<file path="src/rtl/mvm_ctrl.sv">
// Control unit for an M x M matrix-vector multiplier (y = A*x).
// Sequences A/x loads, issues MAC reads with tagged tokens, writes y and streams it out.
module mvm_ctrl #(
  parameter int unsigned M    = 12,
  parameter int unsigned PIPE = 2,
  parameter int unsigned AW   = $clog2(M * M),
  parameter int unsigned XW   = $clog2(M)
) (
  input  logic          clk,
  input  logic          reset,
  input  logic          loadMatrix,
  input  logic          loadVector,
  input  logic          start,
  output logic          done,
  output logic          a_wr_en,
  output logic [AW-1:0] a_wr_addr,
  output logic          x_wr_en,
  output logic [XW-1:0] x_wr_addr,
  output logic [AW-1:0] a_rd_addr,
  output logic [XW-1:0] x_rd_addr,
  output logic          acc_en,
  output logic          acc_first,
  output logic          y_wr_en,
  output logic [XW-1:0] y_wr_addr,
  output logic [XW-1:0] out_sel
);

  localparam int unsigned NumA    = M * M;
  localparam int unsigned DoneCnt = NumA + PIPE + 1;
  localparam int unsigned CW      = $clog2(DoneCnt + 1);

  typedef enum logic [2:0] {StIdle, StLoadA, StLoadX, StCompute, StOutput} state_e;

  typedef struct packed {
    logic          valid;
    logic          first;
    logic          last;
    logic [XW-1:0] row;
  } tok_t;

  state_e        state_q, state_d;
  logic [CW-1:0] cnt_q, cnt_d;
  logic [XW-1:0] col_q, col_d, row_q, row_d;
  logic [XW-1:0] out_sel_q, out_sel_d;
  logic          y_wr_en_q;
  logic [XW-1:0] y_wr_addr_q;
  tok_t          tok_q [PIPE];
  tok_t          tok_in;
  logic          ready, last_cycle, issue;

  always_comb begin
    state_d    = state_q;
    cnt_d      = cnt_q + 1'b1;
    col_d      = col_q;
    row_d      = row_q;
    out_sel_d  = out_sel_q;
    ready      = 1'b0;
    last_cycle = 1'b0;
    issue      = 1'b0;
    done       = 1'b0;
    a_wr_en    = 1'b0;
    a_wr_addr  = '0;
    x_wr_en    = 1'b0;
    x_wr_addr  = '0;
    a_rd_addr  = '0;
    x_rd_addr  = '0;
    out_sel    = out_sel_q;
    tok_in     = '0;

    unique case (state_q)
      StIdle: begin
        ready = 1'b1;
        cnt_d = '0;
      end
      StLoadA: begin
        a_wr_en    = 1'b1;
        a_wr_addr  = cnt_q[AW-1:0];
        last_cycle = (cnt_q == CW'(NumA - 1));
      end
      StLoadX: begin
        x_wr_en    = 1'b1;
        x_wr_addr  = cnt_q[XW-1:0];
        last_cycle = (cnt_q == CW'(M - 1));
      end
      StCompute: begin
        issue = (cnt_q < CW'(NumA));
        if (issue) begin
          a_rd_addr    = cnt_q[AW-1:0];
          x_rd_addr    = col_q;
          tok_in.valid = 1'b1;
          tok_in.first = (col_q == '0);
          tok_in.last  = (col_q == XW'(M - 1));
          tok_in.row   = row_q;
          if (col_q == XW'(M - 1)) begin
            col_d = '0;
            row_d = row_q + 1'b1;
          end else begin
            col_d = col_q + 1'b1;
          end
        end
        // Issue phase ends at NumA; the extra PIPE+1 cycles drain the MAC pipe.
        if (cnt_q == CW'(DoneCnt)) begin
          done    = 1'b1;
          state_d = StOutput;
          cnt_d   = '0;
        end
      end
      StOutput: begin
        out_sel    = cnt_q[XW-1:0];
        out_sel_d  = cnt_q[XW-1:0];
        last_cycle = (cnt_q == CW'(M - 1));
      end
      default: state_d = StIdle;
    endcase

    if (last_cycle) begin
      ready   = 1'b1;
      state_d = StIdle;
      cnt_d   = '0;
    end

    if (ready) begin
      if (loadMatrix) begin
        state_d = StLoadA;
        cnt_d   = '0;
      end else if (loadVector) begin
        state_d = StLoadX;
        cnt_d   = '0;
      end else if (start) begin
        state_d = StCompute;
        cnt_d   = '0;
        col_d   = '0;
        row_d   = '0;
      end
    end
  end

  always_ff @(posedge clk) begin
    if (reset) begin
      state_q     <= StIdle;
      cnt_q       <= '0;
      col_q       <= '0;
      row_q       <= '0;
      out_sel_q   <= '0;
      y_wr_en_q   <= 1'b0;
      y_wr_addr_q <= '0;
      for (int i = 0; i < PIPE; i++) tok_q[i] <= '0;
    end else begin
      state_q     <= state_d;
      cnt_q       <= cnt_d;
      col_q       <= col_d;
      row_q       <= row_d;
      out_sel_q   <= out_sel_d;
      tok_q[0]    <= tok_in;
      for (int i = 1; i < PIPE; i++) tok_q[i] <= tok_q[i-1];
      // Accumulator holds the finished row one cycle after its last product.
      y_wr_en_q   <= tok_q[PIPE-1].valid & tok_q[PIPE-1].last;
      y_wr_addr_q <= tok_q[PIPE-1].last ? tok_q[PIPE-1].row : '0;
    end
  end

  assign acc_en    = tok_q[PIPE-1].valid;
  assign acc_first = tok_q[PIPE-1].valid & tok_q[PIPE-1].first;
  assign y_wr_en   = y_wr_en_q;
  assign y_wr_addr = y_wr_addr_q;

endmodule

</file>
<file path="config.mk">
export PLATFORM = sky130hd
export DESIGN_NAME = mvm_ctrl
export DESIGN_NICKNAME = d
export VERILOG_FILES = /design/src/rtl/mvm_ctrl.sv
export SDC_FILE = /design/constraint.sdc
export NUM_CORES = 1
export LEC_CHECK = 0
export CAP_MARGIN = 25
export CORE_UTILIZATION = 35
export DETAILED_ROUTE_END_ITERATION = 7
export PLACE_DENSITY = 0.68
export RECOVER_POWER = 25
export SETUP_SLACK_MARGIN = 0.1
export SYNTH_ARGS = -nofsm -noshare
export SYNTH_HDL_FRONTEND = slang
export SYNTH_SLANG_ARGS = --single-unit
</file>
<file path="constraint.sdc">
create_clock -name clk -period 1.7 [get_ports clk]
set_input_delay 0.255 -clock clk [delete_from_list [all_inputs] [get_ports clk]]
set_output_delay 0.255 -clock clk [all_outputs]
set_load 0.02 [all_outputs]
</file>
Word level (Yosys, flattened, before mapping). Memory sizes are Yosys's and may differ from the RTL's. Index checks and enable logic that the tools add are counted.

Flip-flop bits (word level): 28. Memory bits (writable): 14. Input bits: 5. Output and inout port bits: 38. Logic and storage cells: 79. Memories: 1.

Add/sub/neg operators: 3. Order comparisons: 1. Eq/ne operators: 8. Mux-type cells: 49. Bitwise logic cells: 5. Reduce and logical (&&, ||, !) cells: 5.

Memory list: tok_q (words 2, width 7, rd ports 2, clocked after memory_dff 0, write ports 2, line 47) `tok_t tok_q [PIPE];`.

Operators with widths (count): $mux 4 (18); $mux 8 (9); $mux 7 (4); $mux 3 (6); $eq 8x8->1 const B (2); $pmux 8 s2 (1); $mux 1 (9); $add 4x1->4 const B (2); $add 8x1->8 const B (1); $eq 8x4->1 const B (1); $lt 8x8->1 const B (1); $eq 3x2->1 const B (2); $pmux 3 s2 (1); $eq 4x4->1 const B (1); $logic_not 4->1 (1); $reduce_or 2->1 (2); $reduce_or 4->1 (1); $eq 3x1->1 const B (1); $eq 3x3->1 const B (1); $logic_not 3->1 (1); $and 1x1->1 (2); $or 1x1->1 (2); $pmux 1 s2 (1); $not 1->1 (1).

Depth between registers and ports, before layout.
Word-level depth: 8. Depth in mapped cells: 7. Depth with buffers taken out: 6.

Worst setup path after synthesis. No wires, ideal clock.

Path kind: register -> output. Start: register cnt_q[6]. End: output a_rd_addr[0]. Arrival: 1466 ps. Required time: 1445 ps. Slack: -21 ps. Cell stages (with the launch flop): 6. Buffers on the path: 2. Cells stage by stage: dfxtp_1 > o31ai_2 > and3_1 > clkbuf_1 > clkbuf_1 > and2_1.

Cells in the longest elaborated chain, start to end: 3.

RTL lines: start, declared (line 42) `logic [CW-1:0] cnt_q, cnt_d;`; start signal, assigned (line 150) `cnt_q <= cnt_d;`; $lt 8x8->1 (line 86) `issue = (cnt_q < CW'(NumA));`; $mux 8 (line 87) `if (issue) begin`; $mux 8 (line 70) `unique case (state_q)`; end, declared (line 19) `output logic [AW-1:0] a_rd_addr,`.

No other way between the ends.

Worst setup path after layout.
Start: register cnt_q[4]. End: output a_rd_addr[5].

Same word-level chain as after synthesis.

==> impl_metrics.env <==
export IMPL_critPathKind="reg2out"
export IMPL_failed_checks="negative setup slack"
export IMPL_r2r_end="row_q[0]"
export IMPL_synthArstFlopShare=0
export IMPL_rows=26
export IMPL_cts_hold_buf=0
export IMPL_cts_buffers=5
export IMPL_grt_ovfl_total=0
export IMPL_die_h_um=74.5
export IMPL_timing_final_ws_setup_ps=-42.3
export IMPL_tritoncts="yes"
export IMPL_diodes=0
export IMPL_ios=43
export IMPL_synth_cell_type_count=35
export IMPL_cp_end_kind="output pin"
export IMPL_r2r_slack_ps=0
export IMPL_startpoint="cnt_q[4]"
export IMPL_drv_cap=0
export IMPL_min_to="y_wr_addr[3]"
export IMPL_portBuffers=42
export IMPL_track_usage=0.175
export IMPL_initial_core_util=0.363
export IMPL_path_max_fanout=7
export IMPL_clock_sinks=42
export IMPL_finalSetupTns_ps=-301
export IMPL_required_ps=1440
export IMPL_path_clk_slew_ps=90
export IMPL_holdPathStages=1
export IMPL_outcome="complete, but fails checks"
export IMPL_yosysTopAreaCell="dfxtp_1"
export IMPL_drc=0
export IMPL_synth_seq_area_share=0.457
export IMPL_fin_crit_sh=1.02
export IMPL_syn_nets=213
export IMPL_hold_class="reg2reg"
export IMPL_nFillCells=447
export IMPL_core_area_mm2=0.00507
export IMPL_hold_start="tok_q[0][10]"
export IMPL_arrival_ps=1490
export IMPL_synth_area_leaders="dfxtp_1 (46%), and2_1 (11%), nor2_1 (4.5%), and3_1 (3.7%), nor2b_1 (3.1%)"
export IMPL_yosysTopAreaCellShare=0.457
export IMPL_p_leak_nw=1.25
export IMPL_final_nets=291
export IMPL_slew_headroom=0.774
export IMPL_gp_congestion=0.825
export IMPL_dp_hpwl_um=2970
export IMPL_first_global_vias=1543
export IMPL_ant_nets=0
export IMPL_wl_um=4490
export IMPL_syn_inst=204
export IMPL_ys_seq_elements=42
export IMPL_regToRegStartpoint="state_q[1]"
export IMPL_cts_buffer_depth=2
export IMPL_synthToLayoutAreaGrowth_pct=64.4
export IMPL_cts_htree_levels=2
export IMPL_drt_pass1_iter_count=4
export IMPL_root_buffer="clkbuf_8"
export IMPL_hold_viol=0
export IMPL_rsz0062_at_grt="yes"
export IMPL_ir_worst_vdd_uv=632
export IMPL_die_area_mm2=0.00556
export IMPL_synth_edf_count=0
export IMPL_max_freq_mhz=574
export IMPL_grt_pass1_wl_um=7270
export IMPL_grt_antenna_before_repair=0
export IMPL_drive_gt1_frac=0.512
export IMPL_slew_violations=0
export IMPL_clk_latency_ps=290
export IMPL_setup_viol=11
export IMPL_whs_ps=431
export IMPL_vias_per_cell=4.63
export IMPL_dieWidth_um=74.5
export IMPL_ff2ff_path_depth=7
export IMPL_synth_area_per_cell_um2=9.03
export IMPL_skew_ps=5.67
export IMPL_pre_cts_ws_ps=-204
export IMPL_detail_route_wl_per_cell_um=12.7
export IMPL_grt_max_degree=16
export IMPL_route_vias_total=1633
export IMPL_yosysMostFrequentCell="dfxtp_1"
export IMPL_drt_iter0_markers=64
export IMPL_ys_top_cells_by_count="dfxtp_1 (42), and2_1 (32), nor2_1 (22)"
export IMPL_syn_area_mm2=0.00184
export IMPL_worst_pin_slew_ps=338
export IMPL_yosysWarnings=0
export IMPL_cp_start_kind="flip-flop"
export IMPL_power_density_mw_per_mm2=1010
export IMPL_fin_crit_ps=1740
export IMPL_synth_ff_type="dfxtp_1"
## worst max-delay path by stage
stage	endpoint	cells after the start
2_1_floorplan	a_rd_addr[0]	5
3_3_place_gp	a_rd_addr[6]	5
3_5_place_dp	x_rd_addr[0]	5
4_1_cts	a_rd_addr[2]	5
5_1_grt	a_rd_addr[2]	5
6_report	a_rd_addr[5]	5
## sequential cells by signal, summed over array words and instances (netlist names)
| register | count |
|---|---|
| col_q | 4 |
| y_wr_addr | 4 |
| state_q | 3 |
| tok_q | 14 |
| y_wr_en | 1 |
| row_q | 4 |
| cnt_q | 8 |
| out_sel_q | 4 |
## where the power goes
group | switching, mW | leakage (nW) | internal [mW]
sequential | 0.0452 | 0.343 | 1.04
combinational | 0.633 | 0.860 | 0.672
clock | 0.363 | 0.0447 | 0.296
total | 1.04 | 1.25 | 2.01
## cells by family (layout without fill, tap and decap cells)
kind of cell,Yosys count,count (layout),share of synthesized area
AND/OR/NAND/NOR,104,104,0.308
flip-flops,42,42,0.457
AO/OA/AOI/OAI,22,22,0.0815
buffers and inverters,17,96,0.0448
XOR/XNOR,10,10,0.0516
multiplexers,5,5,0.0299
adder cells (fa/ha/maj),4,4,0.0272
## through the flow
stage | cells | cell area [um2] | power, mW | utilization
floorplan | 204 | 1870 | 1.57 | -
global placement | 338 | 2550 | 1.92 | 0.503
detailed placement | 338 | 2550 | 1.93 | 0.503
CTS | 351 | 2960 | 2.92 | 0.582
global route | 353 | 3030 | 3.20 | 0.597
finish | 353 | 3030 | 3.05 | 0.597
## final cells by class
class	instances	area (um2)	share of cell area
Clock buffer	5	68.8	0.0227
Clock inverter	3	25.0	0.00826
Inverter	8	32.5	0.0107
Multi-Input combinational cell	145	1190	0.392
Sequential cell	42	852	0.281
Tap cell	70	87.6	0.0289
Timing Repair Buffer	80	774	0.256
## worst max-delay path, stage by stage, from the launching register on
cell,delay (ps)
dfxtp_2,350
o31ai_4,250
and3_4,230
buf_6,120
and2_4,140
buf_6,110
## layer usage
layer,global-route usage,wire [um],up-vias
met1,0.223,2030,762
li1,-,-,829
met4,0.0860,71,0
met3,0.0366,192,4
met2,0.282,2200,38
met5,0,0,-
## cell usage in the layout (no fill, tap or decap), types with 3 or more instances in the layout
cell / count
a21oi_1: 3
a21oi_2: 5
and2_1: 9
and2_4: 21
and3_1: 8
and3_4: 3
buf_4: 24
buf_6: 42
clkbuf_8: 5
clkdlybuf4s50_1: 9
dfxtp_1: 35
dfxtp_2: 6
ha_1: 3
inv_1: 6
mux2_4: 4
nand2_1: 9
nand3_1: 7
nor2_1: 13
nor2_2: 6
nor2_4: 3
nor2b_1: 9
nor3_2: 3
xnor2_1: 4
xor2_1: 5
## repair_timing
| action | in CTS | in global routing |
|---|---|---|
| cloned | 1 | 0 |
| hold endpoints to repair | 0 | 0 |
| resized for setup | 258 | 19 |
| setup endpoints to repair | 50 | 48 |
| setup buffers | 4 | 2 |
| pin swaps | 36 | 11 |
Power figures use the tool's default switching activity.
